$ cat config.mk
export PLATFORM = sky130hd
export DESIGN_NAME = ibex_rf_writeback
export DESIGN_NICKNAME = d
export VERILOG_FILES = /design/src/rtl/ibex_rf_writeback.sv
export SDC_FILE = /design/constraint.sdc
export NUM_CORES = 1
export LEC_CHECK = 0
export CORE_MARGIN = 1
export CORE_UTILIZATION = 51
export DETAILED_ROUTE_END_ITERATION = 10
export GPL_TIMING_DRIVEN = 0
export PLACE_DENSITY = 0.95
export SLEW_MARGIN = 15
export SYNTH_ARGS = -nofsm -noshare
export SYNTH_HDL_FRONTEND = slang
export SYNTH_SLANG_ARGS = --single-unit
$ cat constraint.sdc
create_clock -name clk_i -period 6.56 [get_ports clk_i]
set_input_delay 0.984 -clock clk_i [delete_from_list [all_inputs] [get_ports clk_i]]
set_output_delay 0.984 -clock clk_i [all_outputs]
set_load 0.01 [all_outputs]
$ cat src/rtl/ibex_rf_writeback.sv
// Writeback arbiter in front of the flip-flop register file.
// Merges load responses and EX results onto the single write port. An EX result
// that loses the port to a load response is parked for one cycle in a skid buffer.
// A small in-order FIFO of outstanding load destinations drives the decode hazard stall.
module ibex_rf_writeback #(
  parameter bit          RV32E     = 1'b0,
  parameter int unsigned DataWidth = 32,
  parameter int unsigned LsuDepth  = 2
) (
  input  logic                 clk_i,
  input  logic                 rst_ni,
  input  logic                 ex_valid_i,
  output logic                 ex_ready_o,
  input  logic [4:0]           ex_waddr_i,
  input  logic [DataWidth-1:0] ex_wdata_i,
  input  logic                 lsu_req_i,
  output logic                 lsu_req_ready_o,
  input  logic [4:0]           lsu_waddr_i,
  input  logic                 lsu_rvalid_i,
  input  logic [DataWidth-1:0] lsu_rdata_i,
  input  logic                 lsu_err_i,
  input  logic [4:0]           id_raddr_a_i,
  input  logic [4:0]           id_raddr_b_i,
  input  logic [4:0]           id_waddr_i,
  input  logic                 id_ra_used_i,
  input  logic                 id_rb_used_i,
  input  logic                 id_we_i,
  output logic                 id_stall_o,
  output logic [4:0]           rf_waddr_o,
  output logic [DataWidth-1:0] rf_wdata_o,
  output logic                 rf_we_o,
  output logic                 protocol_err_o
);

  localparam int unsigned PtrW = (LsuDepth > 1) ? $clog2(LsuDepth) : 1;

  // Register x0 (and, for RV32E, any address with bit 4 set) is never written nor tracked.
  function automatic logic is_zero(input logic [4:0] addr);
    return (addr == 5'd0) || (RV32E && addr[4]);
  endfunction

  function automatic logic [PtrW-1:0] next_ptr(input logic [PtrW-1:0] ptr);
    return (ptr == PtrW'(LsuDepth - 1)) ? '0 : ptr + 1'b1;
  endfunction

  logic [4:0]           fifo_q [LsuDepth];
  logic [LsuDepth-1:0]  slot_vld_q, slot_vld_nxt;
  logic [PtrW-1:0]      rptr_q, wptr_q;
  logic                 buf_vld_q;
  logic [4:0]           buf_waddr_q;
  logic [DataWidth-1:0] buf_wdata_q;
  logic                 perr_q;

  logic                 fifo_empty, pop, push, buf_fill, we_raw;
  logic [31:0]          busy;

  assign fifo_empty      = ~|slot_vld_q;
  assign lsu_req_ready_o = ~&slot_vld_q;
  assign pop             = lsu_rvalid_i && !fifo_empty;
  assign push            = lsu_req_i && lsu_req_ready_o;
  assign ex_ready_o      = !buf_vld_q;
  assign buf_fill        = ex_valid_i && ex_ready_o && pop;
  assign protocol_err_o  = perr_q;

  // Write port source selection: load response, then skid buffer, then EX.
  always_comb begin
    rf_waddr_o = ex_waddr_i;
    rf_wdata_o = ex_wdata_i;
    we_raw     = 1'b0;
    if (pop) begin
      rf_waddr_o = fifo_q[rptr_q];
      rf_wdata_o = lsu_rdata_i;
      we_raw     = !lsu_err_i;
    end else if (buf_vld_q) begin
      rf_waddr_o = buf_waddr_q;
      rf_wdata_o = buf_wdata_q;
      we_raw     = 1'b1;
    end else if (ex_valid_i) begin
      we_raw     = 1'b1;
    end
  end

  assign rf_we_o = we_raw && !is_zero(rf_waddr_o);

  // Slot occupancy update; push and pop never target the same slot.
  always_comb begin
    slot_vld_nxt = slot_vld_q;
    if (pop)  slot_vld_nxt[rptr_q] = 1'b0;
    if (push) slot_vld_nxt[wptr_q] = 1'b1;
  end

  // Busy mask from pending load destinations and the parked EX destination.
  always_comb begin
    busy = '0;
    for (int i = 0; i < LsuDepth; i++) begin
      if (slot_vld_q[i] && !is_zero(fifo_q[i])) busy[fifo_q[i]] = 1'b1;
    end
    if (buf_vld_q && !is_zero(buf_waddr_q)) busy[buf_waddr_q] = 1'b1;
  end

  assign id_stall_o = (id_ra_used_i && busy[id_raddr_a_i]) ||
                      (id_rb_used_i && busy[id_raddr_b_i]) ||
                      (id_we_i      && busy[id_waddr_i])   ||
                      (ex_valid_i   && !ex_ready_o);

  // Control state: FIFO pointers/occupancy, skid valid and protocol error pulse.
  always_ff @(posedge clk_i or negedge rst_ni) begin
    if (!rst_ni) begin
      rptr_q     <= '0;
      wptr_q     <= '0;
      slot_vld_q <= '0;
      buf_vld_q  <= 1'b0;
      perr_q     <= 1'b0;
    end else begin
      slot_vld_q <= slot_vld_nxt;
      if (pop)  rptr_q <= next_ptr(rptr_q);
      if (push) wptr_q <= next_ptr(wptr_q);
      if (buf_fill)                buf_vld_q <= 1'b1;
      else if (buf_vld_q && !pop)  buf_vld_q <= 1'b0;
      perr_q <= lsu_rvalid_i && fifo_empty;
    end
  end

  // Payload storage: load destinations and the parked EX result.
  always_ff @(posedge clk_i) begin
    if (push) fifo_q[wptr_q] <= lsu_waddr_i;
    if (buf_fill) begin
      buf_waddr_q <= ex_waddr_i;
      buf_wdata_q <= ex_wdata_i;
    end
  end

endmodule

# --- Word level (Yosys, flattened, before mapping) ---
# Memories as Yosys holds them, arrays and structs flattened.
# Cells that the tools add are included.
word_totals:
  ram_bits: 10
  ff_bits: 43
  out_inout_bits: 42
  in_bits: 98
  mem_count: 1
mem_list:
  columns: ["name", "depth", "word_bits", "rd", "rd_ports_with_merged_regs", "wr", "line", "rtl"]
  rows:
  - ["fifo_q", 2, 5, 3, 0, 1, "46", "logic [4:0] fifo_q [LsuDepth];"]
classes:
  addsub: 2
  bitwise: 5
  reduce_logical: 38
  muxes: 34
  magnitude_cmp: 13
ops:
  columns: ["op", "count"]
  rows:
  - ["$mux 32", 5]
  - ["$or 32x32->32", 2]
  - ["$lt 5x6->1 const B", 6]
  - ["$logic_not 5->1", 4]
  - ["$logic_and 1x1->1", 19]
  - ["$mux 1", 17]
  - ["$bmux 1 s5", 3]
  - ["$demux 1 s5", 3]
  - ["$ge 5x1->1 const B", 3]
  - ["$mux 5", 2]
  - ["$logic_not 1->1", 9]
  - ["$lt 1x2->1 const B", 2]
  - ["$mux 2", 2]
  - ["$logic_or 1x1->1", 3]
  - ["$add 1x1->1 const B", 2]
  - ["$and 2x2->2", 1]
  - ["$demux 1 s1", 2]
  - ["$ge 1x1->1 const B", 2]
  - ["$not 2->2", 1]
  - ["$or 2x2->2", 1]
  - ["$reduce_and 2->1", 1]
  - ["$reduce_bool 2->1", 1]
  - ["$reduce_or 2->1", 1]

# --- Longest topological paths before layout ---
depth:
  word_depth: 15
  mapped_depth: 9
  ltp_nobuf: 8

# --- Worst setup path after synthesis ---
# Ideal clock, no wire load.
synth_path:
  path_type: "input to register"
  start: "input port lsu_rvalid_i"
  end: "register buf_waddr_q[0] (enable)"
  path_buffers: 2
  setup_ns: 0.485
  path_stages: 4
  arrival_time_ns: 4.366
  slack_ns: 1.709
  path_cell_list: "o21ai_1 -> clkbuf_1 -> clkbuf_1 -> nor3b_1"
synth_via:
  elab_chain_cells: 2
synth_lines:
  columns: ["item", "line", "rtl"]
  rows:
  - ["from (decl)", "19", "input logic lsu_rvalid_i,"]
  - ["$logic_and 1x1->1", "59", "assign pop = lsu_rvalid_i && !fifo_empty;"]
  - ["$logic_and 1x1->1", "62", "assign buf_fill = ex_valid_i && ex_ready_o && pop;"]
  - ["via buf_fill", "54", "logic fifo_empty, pop, push, buf_fill, we_raw;"]
  - ["to (signal assigned)", "128", "buf_waddr_q <= ex_waddr_i;"]
  - ["to (decl)", "50", "logic [4:0] buf_waddr_q;"]
# The timed path passes the listed nets, and every way through them passes these cells.
# A chain may end at the register's enable or synchronous reset.

# --- Worst setup path in the final report ---
layout_path:
  start: "input port lsu_rvalid_i"
  end: "output port rf_we_o"
layout_via:
  elab_chain_cells: 5
layout_lines:
  columns: ["item", "line", "rtl"]
  rows:
  - ["$logic_and 1x1->1 *", "59", null]
  - ["$mux 5", "70", "if (pop) begin"]
  - ["$logic_not 5->1", "39", "return (addr == 5'd0) || (RV32E && addr[4]);"]
  - ["$logic_not 1->1", "83", "assign rf_we_o = we_raw && !is_zero(rf_waddr_o);"]
  - ["$logic_and 1x1->1 *", "83", null]
  - ["to (decl)", "31", "output logic rf_we_o,"]
# Every way passes the cells marked *; elsewhere a longest branch is shown, timed or not.

==> metrics.txt <==
overall die width between 90 and 100 um; part of the cycle the worst path needs between 70% and 80%; antenna violations before repair 0; final routed wirelength across all metal layers 16.2 mm; power density over the cells roughly 250 mW/mm^2; wire length of the first global-routing pass 24.9 mm; CP Cell Sequence clkdlybuf4s50_1 -> o21ai_1 -> clkbuf_1 -> clkbuf_1 -> o21ai_0 -> o21ai_0 -> o21a_1 -> clkdlybuf4s50_1; effective utilization at floorplan between 50% and 60%; First DRT Iteration DRCs 538; post-route DRC violation count 0; cell at the root of the clock tree sky130_fd_sc_hd__clkbuf_8; fraction of final layout cells with drive strength greater than 1 6.92%; type of the worst setup path input port to primary output; worst clock skew roughly 0.0064 ns; overall global routing resource usage 36.4%; number of failing hold endpoints at the final stage 0; main flop type after synthesis sky130_fd_sc_hd__edfxtp_1; Post-Syn Nets about 590; remaining antenna violation count after routing 0; CP endpoint kind primary output; delay-heaviest family, CP buffers and inverters; clock tree from TritonCTS yes; peak supply drop around 0.00021 V; transition at the pin with the smallest max-transition slack around 0.77 ns; detailed placement HPWL ~12 mm; floorplan row count 33; DR vias/cell approximately 6.6; Distinct cells, synth 64; ant diodes 0; launching element type of the critical path input port; count of vias placed by the detailed router a little under 5000; cell at the slowest stage of the critical path sky130_fd_sc_hd__clkdlybuf4s50_1; fraction of the yosys area taken by sequential cells between 30% and 40%; routed wirelength normalized by instance count between 20 and 25 um; Pins Over Slew Limit 0; hold_buf cts 0; unrepaired setup endpoints after global routing no; register bit total from synthesis 53; WP buf/inv 4; final-report setup violation count 0; Post-Synthesis Mean Instance Area about 8.9 um^2; Core Footprint around 0.0083 mm^2; final critical-path required period approximately 4.8 ns; number of max-cap violations 0; # Post-CTS Setup Buffers 0; Final Wtd Congestion approximately 0.9; H-tree levels 2; I/O Pins 140; Total Die Area 0.00893 mm^2; CTS sink cnt 53; area growth from synthesis to layout 36.7%; highest clock frequency the design can meet about 210 MHz; pin count of the biggest net entering global routing 17; proportion of synthesized flip-flops having asynchronous set or reset 11.3%; quantity of I/O buffers inserted on ports 135; GRT overflow 0; Filler cells around 580; router iterations before antenna repair 7; number of cells in the design after placement 733; largest incremental delay on the critical path 0.61 ns; Crit path required time 5.58 ns; Final Non-Filler Cells roughly 740; vias in the first global route around 4800; clock buffer count from CTS 5; relative slew slack about half; Cells after Synth 490; Reg clk slew, reported paths roughly 0.10 ns; number of warnings issued by yosys 0; clock latency on the worst-skew pair between 0.3 and 0.4 ns; Lkg Pwr between 2 and 2.5 nW; Critical Path Fanout Max 10; CTS Buffer Depth 2; synthesized area 0.00437 mm^2; number of synthesized flops with an enable pin 47; post-cts resize count 0; status finished clean; worst slack at placement approximately 1.9 ns; layout net count ~730; vertical die dimension 94.5 um; min setup slack post-route about 1.8 ns; Hold/Removal Path Class flip-flop to flip-flop; Critical Path AT roughly 3.8 ns
==> metrics by stage <==
step | total power [W] | utilization [%] | cell area, um^2 | TNS [ns] | hold slack [ns]
6_report | 0.00152 | 72.3 | 5970 | 0 | 0.581
3_5_place_dp | 0.00130 | 71.2 | 5880 | 0 | 0.530
5_1_grt | 0.00158 | 72.3 | 5970 | 0 | 0.588
2_1_floorplan | 0.000916 | - | 4370 | 0 | 0.476
3_3_place_gp | 0.00127 | 70.8 | 5850 | -0.0167 | 0.503
4_1_cts | 0.00149 | 72.3 | 5970 | 0 | 0.556
==> layout make-up <==
type | instances | area, um^2 | share of cell area (%)
clock buffers | 6 | 72.6 | 1.22
plain buffers | 39 | 178 | 2.98
clock inverters | 2 | 15.0 | 0.252
inverters | 7 | 26.3 | 0.440
repair buffers | 138 | 1380 | 23.1
flip-flops and latches | 53 | 1560 | 26.2
multi-input cells | 391 | 2610 | 43.7
well taps | 105 | 131 | 2.20
==> path summary, 6_finish.rpt <==
kind | from | endpoint | slack (ns) | depth (start not counted)
min in group asynchronous | rst_ni | buf_vld_q | 0.90 | 1
max in group asynchronous | rst_ni | rptr_q | 5.44 | 1
min | wptr_q | wptr_q | 0.58 | 1
max | lsu_rvalid_i | rf_we_o | 1.78 | 8
max reg2reg | slot_vld_q[1] | buf_wdata_q[5] | 3.64 | 7
min reg2reg | wptr_q | wptr_q | 0.58 | 1
==> cells in the final DEF, fill, tap and decap left out, types with 6 or more instances in the layout <==
| cell | instances |
|---|---|
| sky130_fd_sc_hd__o22ai_1 | 10 |
| sky130_fd_sc_hd__o21ai_0 | 20 |
| sky130_fd_sc_hd__a31oi_1 | 6 |
| sky130_fd_sc_hd__nor2_1 | 57 |
| sky130_fd_sc_hd__a22oi_1 | 9 |
| sky130_fd_sc_hd__buf_2 | 13 |
| sky130_fd_sc_hd__and3_1 | 6 |
| sky130_fd_sc_hd__edfxtp_1 | 47 |
| sky130_fd_sc_hd__nand3_1 | 13 |
| sky130_fd_sc_hd__dfrtp_1 | 6 |
| sky130_fd_sc_hd__mux2i_1 | 39 |
| sky130_fd_sc_hd__nor3b_1 | 10 |
| sky130_fd_sc_hd__and3b_1 | 11 |
| sky130_fd_sc_hd__nand3b_1 | 12 |
| sky130_fd_sc_hd__nor3_1 | 15 |
| sky130_fd_sc_hd__clkdlybuf4s50_1 | 135 |
| sky130_fd_sc_hd__clkbuf_1 | 21 |
| sky130_fd_sc_hd__a211oi_1 | 14 |
| sky130_fd_sc_hd__nand2_1 | 31 |
| sky130_fd_sc_hd__a21oi_1 | 47 |
| sky130_fd_sc_hd__nor2b_1 | 7 |
==> metal layers <==
layer / wire length, um / share of wire, % / GRT usage, %
met3: 1210 / 7.5 / 7.00
met5: 0 / 0 / 0
met1: 6300 / 39 / 43.2
met2: 8020 / 49 / 63.6
met4: 694 / 4.3 / 16.4
==> where the power goes <==
group,internal (W),total [W],switching (W)
Sequential,0.000432,0.000471,0.0000389
Combinational,0.000382,0.000853,0.000472
Clock,0.0000755,0.000191,0.000116
==> state kept, by name, indices dropped and copies added, names as in the netlist <==
name,count
buf_wdata_q,32
fifo_q,10
buf_waddr_q,5
slot_vld_q,2
buf_vld_q,1
protocol_err_o,1
rptr_q,1
wptr_q,1
==> kinds of logic after synthesis <==
group / share of synthesized area [%]
DFF: 35.8
buffers and inverters: 4.67
xor gates and xnor gates: 0.401
muxes: 11.3
and+or+nand+nor: 25.0
AOI/OAI and AO/OA: 22.9
==> worst register-to-register path, delay by kind of cell, from the launching register on <==
kind            cells  cell delay, ns
compound gates      1            0.49
simple gates        1            0.24
buf+inv             5            1.56
flops               1            0.41
==> cell usage after synthesis (5+ instances only) <==
cell type / number / share of area, %
sky130_fd_sc_hd__a211oi_1: 14 / 2.4
sky130_fd_sc_hd__a21oi_1: 47 / 5.4
sky130_fd_sc_hd__a222oi_1: 5 / 1.1
sky130_fd_sc_hd__a22oi_1: 9 / 1.5
sky130_fd_sc_hd__a31oi_1: 6 / 0.86
sky130_fd_sc_hd__and3_1: 6 / 0.86
sky130_fd_sc_hd__and3b_1: 11 / 2.2
sky130_fd_sc_hd__buf_2: 13 / 1.5
sky130_fd_sc_hd__clkbuf_1: 20 / 1.7
sky130_fd_sc_hd__dfrtp_1: 6 / 3.4
sky130_fd_sc_hd__edfxtp_1: 47 / 32
sky130_fd_sc_hd__inv_1: 5 / 0.43
sky130_fd_sc_hd__mux2i_1: 39 / 8.9
sky130_fd_sc_hd__nand2_1: 31 / 2.7
sky130_fd_sc_hd__nand3_1: 13 / 1.5
sky130_fd_sc_hd__nand3b_1: 12 / 2.1
sky130_fd_sc_hd__nor2_1: 57 / 4.9
sky130_fd_sc_hd__nor2b_1: 7 / 1.0
sky130_fd_sc_hd__nor3_1: 15 / 1.7
sky130_fd_sc_hd__nor3b_1: 11 / 1.9
sky130_fd_sc_hd__o21ai_0: 20 / 2.3
sky130_fd_sc_hd__o22ai_1: 10 / 1.4
sky130_fd_sc_hd__or3b_1: 5 / 1.0
Power figures use the tool's default switching activity.
